==> src/rtl/interrupt_arbiter.sv <==
// Four-source interrupt arbiter: edge-captured sticky pending flags, fixed or
// rotating priority, one-hot registered grants held until ack or timeout.
module interrupt_arbiter #(
  parameter int unsigned TIMEOUT = 15,
  parameter int unsigned TW      = 8
) (
  input  logic       clk,
  input  logic       rst_n,
  input  logic       m,
  input  logic       inta,
  input  logic       intb,
  input  logic       intc,
  input  logic       intd,
  input  logic       ack,
  output logic       sa,
  output logic       sb,
  output logic       sc,
  output logic       sd,
  output logic       irq,
  output logic [3:0] pending,
  output logic       tmo
);

  typedef enum logic [1:0] {
    ST_IDLE,
    ST_GRANT,
    ST_RELEASE
  } state_t;

  localparam logic [TW-1:0] LP_CNT_LAST = TW'(TIMEOUT - 1);

  state_t        r_state;
  logic [3:0]    r_hist;
  logic [3:0]    r_pend;
  logic [3:0]    r_sel;
  logic [1:0]    r_ptr;
  logic [1:0]    r_win;
  logic [TW-1:0] r_cnt;
  logic          r_tmo;
  logic          r_irq;

  state_t        w_state_nxt;
  logic [3:0]    w_int;
  logic [3:0]    w_rise;
  logic [3:0]    w_clr;
  logic [3:0]    w_pend_nxt;
  logic [3:0]    w_sel_nxt;
  logic [1:0]    w_ptr_nxt;
  logic [1:0]    w_win_nxt;
  logic [1:0]    w_pick;
  logic [TW-1:0] w_cnt_nxt;
  logic          w_tmo_nxt;
  logic          w_irq_nxt;

  // Fixed mode searches from A; rotating mode searches from the pointer, wrapping D->A.
  function automatic logic [1:0] f_pick(input logic [3:0] req, input logic rot,
                                        input logic [1:0] start);
    logic [1:0] base;
    logic [1:0] idx;
    logic [1:0] res;
    logic       found;
    base  = rot ? start : 2'd0;
    res   = '0;
    found = 1'b0;
    for (int unsigned k = 0; k < 4; k++) begin
      idx = base + k[1:0];
      if (!found && req[idx]) begin
        res   = idx;
        found = 1'b1;
      end
    end
    return res;
  endfunction

  always_comb begin
    w_int       = {intd, intc, intb, inta};
    w_rise      = w_int & ~r_hist;
    w_pick      = f_pick(r_pend, m, r_ptr);
    w_state_nxt = r_state;
    w_sel_nxt   = r_sel;
    w_ptr_nxt   = r_ptr;
    w_win_nxt   = r_win;
    w_cnt_nxt   = r_cnt;
    w_tmo_nxt   = 1'b0;
    w_clr       = '0;

    unique case (r_state)
      ST_IDLE: begin
        if (|r_pend) begin
          w_win_nxt   = w_pick;
          w_sel_nxt   = 4'd1 << w_pick;
          w_cnt_nxt   = '0;
          w_state_nxt = ST_GRANT;
        end
      end
      ST_GRANT: begin
        if (ack) begin
          w_clr       = 4'd1 << r_win;
          w_sel_nxt   = '0;
          w_ptr_nxt   = r_win + 2'd1;
          w_state_nxt = ST_RELEASE;
        end else if (r_cnt == LP_CNT_LAST) begin
          w_sel_nxt   = '0;
          w_tmo_nxt   = 1'b1;
          w_ptr_nxt   = r_win + 2'd1;
          w_state_nxt = ST_IDLE;
        end else begin
          w_cnt_nxt = r_cnt + 1'b1;
        end
      end
      ST_RELEASE: begin
        w_sel_nxt = '0;
        if (!ack) begin
          w_state_nxt = ST_IDLE;
        end
      end
      default: begin
        w_sel_nxt   = '0;
        w_state_nxt = ST_IDLE;
      end
    endcase

    // A new rising edge overrides a same-cycle clear.
    w_pend_nxt = (r_pend & ~w_clr) | w_rise;
    w_irq_nxt  = (|w_pend_nxt) | (|w_sel_nxt);
  end

  always_ff @(posedge clk or negedge rst_n) begin
    if (!rst_n) begin
      r_state <= ST_IDLE;
      r_hist  <= '0;
      r_pend  <= '0;
      r_sel   <= '0;
      r_ptr   <= '0;
      r_win   <= '0;
      r_cnt   <= '0;
      r_tmo   <= 1'b0;
      r_irq   <= 1'b0;
    end else begin
      r_state <= w_state_nxt;
      r_hist  <= w_int;
      r_pend  <= w_pend_nxt;
      r_sel   <= w_sel_nxt;
      r_ptr   <= w_ptr_nxt;
      r_win   <= w_win_nxt;
      r_cnt   <= w_cnt_nxt;
      r_tmo   <= w_tmo_nxt;
      r_irq   <= w_irq_nxt;
    end
  end

  assign sa      = r_sel[0];
  assign sb      = r_sel[1];
  assign sc      = r_sel[2];
  assign sd      = r_sel[3];
  assign pending = r_pend;
  assign tmo     = r_tmo;
  assign irq     = r_irq;

endmodule

==> config.mk <==
export PLATFORM = sky130hd
export DESIGN_NAME = interrupt_arbiter
export DESIGN_NICKNAME = d
export VERILOG_FILES = /design/src/rtl/interrupt_arbiter.sv
export SDC_FILE = /design/constraint.sdc
export NUM_CORES = 1
export LEC_CHECK = 0
export ABC_AREA = 1
export BUFFER_PORTS_ARGS = -buffer_cell sky130_fd_sc_hd__buf_2
export CAP_MARGIN = 20
export CELL_PAD_IN_SITES_DETAIL_PLACEMENT = 0
export CELL_PAD_IN_SITES_GLOBAL_PLACEMENT = 2
export CORE_MARGIN = 5
export CORE_UTILIZATION = 31
export DETAILED_ROUTE_END_ITERATION = 8
export PLACE_DENSITY_LB_ADDON = 0.05
export SYNTH_ARGS = -nofsm -noshare
export SYNTH_HDL_FRONTEND = slang
export SYNTH_SLANG_ARGS = --single-unit
export TNS_END_PERCENT = 10
==> constraint.sdc <==
create_clock -name clk -period 1.6 [get_ports clk]
set_input_delay 0.32 -clock clk [delete_from_list [all_inputs] [get_ports clk]]
set_output_delay 0.32 -clock clk [all_outputs]
set_load 0.05 [all_outputs]
==> flow_metrics.tcl <==
set metrics [dict create \
    routedWlPerCell_microns 12.1 \
    fillers 535 \
    critPathMaxFanout 4 \
    setup_ws_ns -0.0426 \
    clk_pin_slew_worst_paths_ns 0.10 \
    finalWirelength_microns 4010 \
    clk_path_buf_depth 2 \
    synth-seq-cells 28 \
    syn-mean-instance-area_sq_um 7.89 \
    grt_pass1_vias 1606 \
    tns_ns -0.0814 \
    core-area_sq_um 5170 \
    cts_sinks 28 \
    maxCapViolations 0 \
    firstDrtPassIters 7 \
    slew_headroom_pct 57.6 \
    status "finished with violations" \
    insertion_delay_ns 0.27 \
    setup_viol 2 \
    failed_checks "negative setup slack" \
    fp.dieW_microns 83.6 \
    start_kind "register" \
    grt_use_total_pct 12.4 \
    cp.required_ns 1.77 \
    p_leak_nw 1.14 \
    io_pins 18 \
    rsz0062_at_grt "yes" \
    worstSetupEndpointType "register" \
    hold_viol 0 \
    clock_skew_ns 0.00498 \
    min_path_type "input port to async pin" \
    drc 0 \
    period_share_pct 103 \
    yosys_warnings 0 \
    grt_pass1_wl_microns 7270 \
    slew_viol_final 0 \
    total_power_w 0.00377 \
    critPathMaxStageDelay_ns 0.40 \
    grt_max_degree 29 \
    drive_gt1_share_pct 41.2 \
    drtIter0Drc 30 \
    diodes 0 \
    arrival_ns 1.81 \
    cp_slowest_cell "dfrtp_1" \
    syn_inst 213 \
    syn_nets 227 \
    via_per_inst 4.66 \
    grt-ovfl-total 0 \
    period_minus_slack_ns 1.64 \
    syn2layout_area_growth_pct 30.5 \
    final_antenna_net_count 0 \
    tritoncts "done" \
    worstMarginPinSlew_ns 0.636 \
    r2r_setup_slack_ns -0.04 \
    h-tree-depth 1 \
    cts.hold.buffers_added 0 \
    synth_seq_area_share_pct 41.7 \
    fmax_ghz 0.609 \
    syn_area_sq_um 1680 \
    powerDensity_nw_per_um2 1720 \
    peakVddDrop_mv 0.591 \
    port_buffers 17 \
    synth.distinct_cells 29 \
    die_h_microns 83.6 \
    antenna_found_initial 0 \
    cts_made_buffers 3 \
    routabilityCongestion 0.823 \
    path_cells "inv_2 -> ha_1 -> nand2_1 -> or2_1 -> nand3_2 -> o31ai_1 -> buf_4 -> nand2_1 -> nand2_2 -> nor2_4 -> nand3_2" \
    initial_core_util_pct 32.5 \
    fin_nets 277 \
    rows 26 \
    num_vias 1547 \
    worstSetupPathType "register to register" \
    root_buffer "clkbuf_8" \
    detailed_place_hpwl_microns 3240 \
    fp.dieArea_sq_um 6990 \
]
-- power by group --
| group | internal [W] | switching (W) |
|---|---|---|
| registers | 0.000902 | 0.000185 |
| logic | 0.000872 | 0.00138 |
| clock network | 0.000220 | 0.000217 |
| total | 0.00200 | 0.00178 |
-- synthesized netlist by cell type (all sizes together) --
master  count  share of area (%)
a21boi      1               0.67
a21oi       6                1.8
buf         3                1.6
clkbuf      2               0.67
clkinv      1               0.22
dfrtp      28                 42
ha          6                4.5
inv        33                7.4
nand2      61                 16
nand3      29                 10
nand3b      2               0.89
nand4       8                3.0
nor2       12                3.9
nor3        3               0.89
nor4        1               0.37
o21ai      14                4.4
o31ai       1               0.45
or2         1               0.37
xor2        1               0.52
-- layout by cell type (no fill, tap or decap), drive strengths merged, types with 3 or more instances in the layout --
master,instances
nor3,3
dfrtp,28
inv,33
o21ai,14
buf,50
a21oi,6
nand4,8
clkbuf,4
ha,6
nor2,12
nand2,61
nand3,29
-- what timing repair did --
action | 4_1_cts | 5_1_grt
pin swaps | 11 | 8
buffers inserted | 3 | 0
resized for setup | 13 | 12
cloned | 1 | 0
setup endpoints to repair | 4 | 14
-- critical path: cells and delay by family (launching register included) --
| kind | cells | cell delay, ns |
|---|---|---|
| buffers and inverters | 2 | 0.22 |
| adders and majority gates | 1 | 0.14 |
| and+or+nand+nor | 7 | 0.67 |
| DFF | 1 | 0.40 |
| AOI/OAI and AO/OA | 1 | 0.10 |
-- stage by stage --
| stage | hold slack (ns) | cells | setup slack [ns] | area [sq um] | utilization, % |
|---|---|---|---|---|---|
| after detailed placement | 0.391 | 324 | -0.115 | 2040 | 39.4 |
| after floorplan | 0.0244 | 213 | -0.0101 | 1690 | - |
| after global routing | 0.107 | 332 | -0.197 | 2190 | 42.4 |
| after CTS | 0.0820 | 332 | -0.0798 | 2160 | 41.7 |
| final | 0.0579 | 332 | -0.0426 | 2190 | 42.4 |
| after global placement | 0.379 | 324 | -0.123 | 2040 | 39.4 |
-- state kept, by name, indices dropped and copies added, names as in the netlist, 2 cells and up --
signal	flops
r_hist	4
pending	4
r_cnt	8
r_sel	4
r_win	2
r_state	2
r_ptr	2
-- layout make-up --
type                       instances  area, sq um  area share [%]
sequential                        28          708            32.3
timing repair buffer              50          340            15.5
inverter                          34          128            5.82
clock buffer                       4         55.1            2.51
multi-input combinational        146          873            39.8
tap                               70         87.6            4.00
-- kinds of logic after synthesis --
kind of cell / Yosys count / share of synthesized area (%)
compound gates: 22 / 7.30
xor+xnor: 1 / 0.521
fa+ha+maj: 6 / 4.47
buf+inv: 39 / 9.90
flops: 28 / 41.7
simple gates: 117 / 36.1
-- worst paths after layout --
check | start | endpoint | cells after the start
setup reg to reg | r_cnt[0]$_DFFE_PN0P_ | irq$_DFF_PN0_ | 11
setup / recovery | r_cnt[0]$_DFFE_PN0P_ | irq$_DFF_PN0_ | 11
hold reg to reg | r_hist[2]$_DFF_PN0_ | pending[2]$_DFF_PN0_ | 1
hold / removal | rst_n | r_hist[3]$_DFF_PN0_ | 1
min in group clk | intd | r_hist[3]$_DFF_PN0_ | 1
max in group asynchronous | rst_n | pending[0]$_DFF_PN0_ | 1
-- metal layers --
metal  track usage [%]  wire (microns)  vias to the layer above
met4              3.95              29                        0
li1                  -               -                      782
met5                 0               0                        -
met3              2.07             111                        4
met2              20.9            2000                       20
met1              16.0            1880                      741
(Power assumes the default switching activity.)
